`src/rtl/uart_tx_fifo.sv`:
```
// Transmit holding FIFO for the 16550-style UART: THR writes in, serializer pops on the falling edge of its level request.
// Optional FIFO trigger-level output is compiled in with `define UART_TX_FIFO_TRIG_EN.
module uart_tx_fifo #(
    parameter int DEPTH = 16,
    parameter int WIDTH = 8
) (
    input  logic                     clk,
    input  logic                     rst,
    input  logic                     clr,
    input  logic                     push,
    input  logic [WIDTH-1:0]         din,
    input  logic                     pop,
    output logic [WIDTH-1:0]         dout,
    output logic                     empty,
    output logic                     full,
    output logic [$clog2(DEPTH):0]   count,
    output logic                     overrun
`ifdef UART_TX_FIFO_TRIG_EN
    ,
    input  logic [1:0]               trig_sel,
    output logic                     trig
`endif
);

    localparam int PW = $clog2(DEPTH);
    localparam int CW = PW + 1;

    logic [WIDTH-1:0] mem [DEPTH];
    logic [PW-1:0]    rd_ptr;
    logic [PW-1:0]    wr_ptr;
    logic             pop_q;
    logic             pop_fe;
    logic             do_consume;
    logic             do_push;
    logic             drop;
    logic [CW-1:0]    count_next;

    assign empty = (count == '0);
    assign full  = (count == CW'(DEPTH));
    assign dout  = empty ? '0 : mem[rd_ptr];

    // The head word is held for the whole pop pulse; only its falling edge consumes.
    assign pop_fe     = pop_q & ~pop;
    assign do_consume = pop_fe & ~empty;
    assign do_push    = push & (~full | do_consume);
    assign drop       = push & full & ~do_consume;

    always_comb begin
        count_next = count;
        if (clr)
            count_next = '0;
        else if (do_push && !do_consume)
            count_next = count + CW'(1);
        else if (!do_push && do_consume)
            count_next = count - CW'(1);
    end

    always_ff @(posedge clk or negedge rst) begin
        if (!rst)
            pop_q <= 1'b0;
        else
            pop_q <= pop;
    end

    always_ff @(posedge clk or negedge rst) begin
        if (!rst) begin
            rd_ptr  <= '0;
            wr_ptr  <= '0;
            count   <= '0;
            overrun <= 1'b0;
        end else if (clr) begin
            rd_ptr  <= '0;
            wr_ptr  <= '0;
            count   <= '0;
            overrun <= 1'b0;
        end else begin
            count <= count_next;
            if (do_consume)
                rd_ptr <= rd_ptr + PW'(1);
            if (do_push)
                wr_ptr <= wr_ptr + PW'(1);
            if (drop)
                overrun <= 1'b1;
        end
    end

    // Storage has no reset; pointers and count define what is valid.
    always_ff @(posedge clk) begin
        if (do_push && !clr)
            mem[wr_ptr] <= din;
    end

`ifdef UART_TX_FIFO_TRIG_EN
    logic [31:0] level;

    always_comb begin
        level = 32'd1;
        case (trig_sel)
            2'b00: level = 32'd1;
            2'b01: level = 32'd4;
            2'b10: level = 32'd8;
            2'b11: level = 32'd14;
            default: level = 32'd1;
        endcase
    end

    // Registered alongside count so trig tracks the new occupancy without a lag.
    always_ff @(posedge clk or negedge rst) begin
        if (!rst)
            trig <= 1'b0;
        else
            trig <= (32'(count_next) >= level);
    end
`endif

endmodule

```
`config.mk`:
```
export PLATFORM = sky130hd
export DESIGN_NAME = uart_tx_fifo
export DESIGN_NICKNAME = d
export VERILOG_FILES = /design/src/rtl/uart_tx_fifo.sv
export SDC_FILE = /design/constraint.sdc
export NUM_CORES = 1
export LEC_CHECK = 0
export BUFFER_PORTS_ARGS = -buffer_cell sky130_fd_sc_hd__buf_2
export CAP_MARGIN = 20
export CORE_MARGIN = 4
export CORE_UTILIZATION = 53
export DETAILED_ROUTE_END_ITERATION = 8
export GPL_TIMING_DRIVEN = 0
export HOLD_SLACK_MARGIN = 0.06
export PLACE_DENSITY_LB_ADDON = 0.08
export SYNTH_ARGS = -nofsm -noshare
export SYNTH_HDL_FRONTEND = slang
export SYNTH_SLANG_ARGS = --single-unit
export TNS_END_PERCENT = 50
```
`constraint.sdc`:
```
create_clock -name clk -period 6.9 [get_ports clk]
set_input_delay 1.38 -clock clk [delete_from_list [all_inputs] [get_ports clk]]
set_output_delay 1.38 -clock clk [all_outputs]
set_load 0.02 [all_outputs]
```
Word level (Yosys, flattened, before mapping)
Memories as Yosys holds them, arrays and structs flattened.
Index checks and enable logic that the tools add are counted.
- register bits: 15
- latch bits: 0
- memory bits (writable): 128
- ROM bits: 0
- input bits: 13
- output and inout bits: 16
- logic and storage cells: 44
- memories kept: 1
- memories (name ; depth ; bits a word ; rd ports ; clocked after memory_dff ; wr ports ; RTL line ; text):
    mem ; 16 ; 8 ; 1 ; 0 ; 1 ; 28 ; logic [WIDTH-1:0] mem [DEPTH];
- $add $sub $neg: 4
- multipliers: 0
- divide/modulo/power cells: 0
- $lt $le $gt $ge: 0
- equality and inequality tests: 1
- shift-type cells: 0
- mux-type cells: 12
- bitwise operators: 10
- reductions and logical operators: 11
- operators by type and width (kind ; count):
    $mux 4 ; 4
    $mux 5 ; 3
    $add 4x1->4 const B ; 2
    $mux 8 ; 1
    $reduce_bool 2->1 ; 3
    $add 5x1->5 const B ; 1
    $and 1x1->1 ; 5
    $eq 5x5->1 const B ; 1
    $logic_not 5->1 ; 1
    $sub 5x1->5 const B ; 1
    $mux 1 ; 4
    $not 1->1 ; 4
    $logic_and 1x1->1 ; 3
    $logic_not 1->1 ; 3
    $reduce_bool 3->1 ; 1
    $or 1x1->1 ; 1

Depth between registers and ports, before layout
- word-level depth: 10
- gate-level depth with buffers: 9
- depth with buffers taken out: 8

Worst setup path before layout
OpenSTA, ideal clock, no wires.
- kind: register to output
- from: reg count[1]
- to: out dout[0]
- arrival: 2.014 ns
- slack: 3.506 ns
- stages on the path, launching flop included: 5
- buffers on the path: 1
- cells stage by stage: dfrtp_1 > or4_4 > buf_6 > nor2_1 > a211oi_1
- longest elaborated chain between the ends: 2
- RTL lines (what ; RTL line ; text):
    from (decl) ; 16 ; output logic [$clog2(DEPTH):0] count,
    from (signal assigned) ; 77 ; count <= count_next;
    $logic_not 5->1 ; 38 ; assign empty = (count == '0);
    via empty ; 14 ; output logic empty,
    $mux 8 ; 40 ; assign dout = empty ? '0 : mem[rd_ptr];
    to (decl) ; 13 ; output logic [WIDTH-1:0] dout,
The timed path passes the listed nets, and every way through them passes these cells.

Final worst setup path
- from: reg rd_ptr[3]
- to: out dout[4]
- longest elaborated chain between the ends: 2
- RTL lines (what ; RTL line ; text):
    from (decl) ; 29 ; logic [PW-1:0] rd_ptr;
    from (signal assigned) ; 79 ; rd_ptr <= rd_ptr + PW'(1);
    $mem_v2 16x8 ; n/a ;
    $mux 8 ; 40 ;
Every way passes these cells.

==> summary.txt <==
Yosys
  • Main flop type after synthesis: edfxtp_1
  • Synth Instances: 330
  • Seq cells post-synth: 143
  • Syn Area/Cell: 18.2 sq um
  • Distinct cells, synth: 41
  • Part of the Yosys area used for sequential elements: 0.702
  • Syn Std Cell Area: 6010 sq um
  • Syn. warnings: 0
  • Post-synth ARST share: 0.105
  • Number of flops mapped to enable cells by yosys: 128
  • Total nets after synthesis: 353

Routing
  • Vias post-DR: 3,136
  • Drt drc: 0
  • Routed WL: 11,700 um
  • Via density per instance: 5.94
  • 1st-pass router iterations: 5
  • Wire per inst: 22.2 um
  • Antenna-violating nets left: 0
  • DRT iter0 DRCs: 245

Setup path
  • Data arrival, critical path: 2.62 ns
  • Reg2Reg Depth: 9
  • CP most frequent cell: a211oi_1
  • WS Path Type: register to primary output
  • Reg2reg start: count[1]
  • CP required: 5.52 ns
  • CP endpoint kind: primary output
  • Buf+Inv Stages, Crit Path: 3
  • Slowest cell delay on critical path: 0.54 ns
  • CP Launch Type: register
  • CP max-delay cell: buf_1
  • R2r endpoint: count[4]
  • R2R setup slack: 3.96 ns
  • CP Max Fanout: 10
  • Crit path max-delay family: buffers and inverters
  • Critical-path cell list: clkbuf_2, buf_1, mux4_2, nor2b_1, a211oi_1, a211oi_1, buf_2

Clocking
  • Root Buffer: clkbuf_16
  • Cts hold-fix bufs: 0
  • Worst skew pair latency: 0.41 ns
  • Longest Clk Path Bufs: 2
  • Post CTS Setup Buffer Count: 0
  • Number of CTS-inserted buffers: 17
  • Clk slew on worst S/H paths: 0.05 ns
  • Number of gates resized after cts: 0
  • CTS tree: built
  • H-tree depth: 4
  • Clk sinks: 143

Global routing
  • Initial antenna violation count: 0
  • All-Layer GR Usage: 0.200
  • Global-route wire length before repair: 18,600 um
  • Grt ovf: 0
  • Vias in the first global route: 3,246
  • Largest net degree at the start of global routing: 17

STA
  • Fin crit share: 0.580
  • Final Max Slew Viols: 0
  • Clock skew: 0.00717 ns
  • Fin crit period: 4.00 ns
  • RSZ-0062 raised after global routing: false
  • Slew HR: 0.401
  • Tightest Pin Transition: 0.896 ns
  • TNS Setup: 0 ns
  • Hold Violations, Final: 0
  • Max frequency: 0.250 GHz
  • Setup-failing EPs final: 0

Finish
  • Fin util: 0.626
  • Fill count: 784
  • Area of the multi-input gates: 1670 sq um
  • Synthesis-to-layout area growth: 14.4%
  • Layout cells sized above 1: 0.265
  • Final Cell Area: 6870 sq um
  • Commonest cells after routing, fill and taps aside: edfxtp_1 (128), buf_2 (36), mux4_2 (32)
  • ANT cells: 0
  • Register area: 4220 sq um
  • Final net count: 399
  • Most common cell after layout, fill and taps aside: edfxtp_1

Die
  • Chip height: 114 um
  • Total die area: 13,100 sq um
  • Chip Width: 114 um
  • Top Ports: 29
  • Initial Utilization: 0.547
  • Core box area: 11,000 sq um
  • FP Rows: 38

Pwr
  • Max rail drop VDD: 0.000198 V
  • Leak pwr: 2.30 nW
  • Pwr Density: 323 nW/um^2
  • Total power: 2.22 mW

Hold path
  • Worst hold stages: 2
  • Hold Path Origin: overrun
  • Endpoint, Worst Hold: overrun
  • Hold WC Path Type: register to register

Place
  • DPL Wire Length: 7970 um
  • Cell Area, Placed: 6320 sq um
  • RD Place Congestion: 0.788
  • I/O Buffers: 27

Flow run
  • Max_cap viols: 0

Status
  • Result of the run: finished, final reports clean
metrics by stage:
step	worst slack, ns	std cells	hold WS (ns)
floorplan	3.51	330	0.559
global placement	3.07	497	0.479
detailed placement	3.12	497	0.478
CTS	2.82	528	0.509
global route	2.69	528	0.550
finish	2.90	528	0.515
registers in the layout, summed over array words and instances, names as in the netlist:
register,flops
count,5
rd_ptr,4
mem,128
pop_q,1
wr_ptr,4
overrun,1
worst max path at each step:
stage               from  endpoint  slack, ns  depth (start not counted)
4_1_cts        rd_ptr[1]   dout[7]       2.82                          7
3_5_place_dp         pop  count[4]       3.12                          9
2_1_floorplan   count[1]   dout[0]       3.51                          4
3_3_place_gp         pop  count[4]       3.07                          9
5_1_grt        rd_ptr[1]   dout[1]       2.69                          7
6_report       rd_ptr[3]   dout[4]       2.90                          7
power by group:
part / internal [mW] / leakage (nW) / switching (mW)
logic: 0.151 / 0.687 / 0.224
clock network: 0.527 / 0.263 / 0.327
registers: 0.968 / 1.35 / 0.0266
per-layer routing:
metal  part of all wire  GRT usage  wire length [um]
met2               0.49      0.312              5790
met1               0.42      0.274              4970
met3              0.070     0.0608               821
met5                  0          0                 0
met4              0.011     0.0625               127
synth_stat cells (4+ instances only):
library cell | count | share of area
clkbuf_1 | 5 | 0.0031
buf_2 | 9 | 0.0075
edfxtp_1 | 128 | 0.64
nand2_1 | 7 | 0.0044
inv_1 | 7 | 0.0044
nand3_1 | 5 | 0.0042
nor2b_1 | 11 | 0.011
and3_1 | 4 | 0.0042
nor2_1 | 26 | 0.016
mux4_2 | 32 | 0.12
a211oi_1 | 18 | 0.022
mux2i_1 | 11 | 0.018
xnor2_1 | 4 | 0.0058
dfrtp_1 | 15 | 0.062
ha_1 | 9 | 0.019
cells by family after synthesis:
group / count (synthesis) / share of synthesized area
buffers and inverters: 25 / 0.0196
XOR/XNOR: 7 / 0.0102
AND/OR/NAND/NOR: 66 / 0.0571
adder cells (fa/ha/maj): 10 / 0.0221
flip-flops: 143 / 0.702
multiplexers: 46 / 0.144
AO/OA/AOI/OAI: 33 / 0.0450
worst register-to-register path, delay by kind of cell, from the launching register on:
kind / cells / cell delay, ns
adder cells (fa/ha/maj): 1 / 0.39
flip-flops: 1 / 0.47
AND/OR/NAND/NOR: 3 / 0.86
AO/OA/AOI/OAI: 4 / 0.90
buffers and inverters: 1 / 0.15
layout make-up:
cell class | count | area share
plain buffers | 18 | 0.0133
clock buffers | 20 | 0.0635
clock inverters | 11 | 0.0173
inverters | 7 | 0.00382
multi-input cells | 162 | 0.243
flip-flops and latches | 143 | 0.614
well taps | 140 | 0.0255
repair buffers | 27 | 0.0197
(Power assumes the default switching activity.)
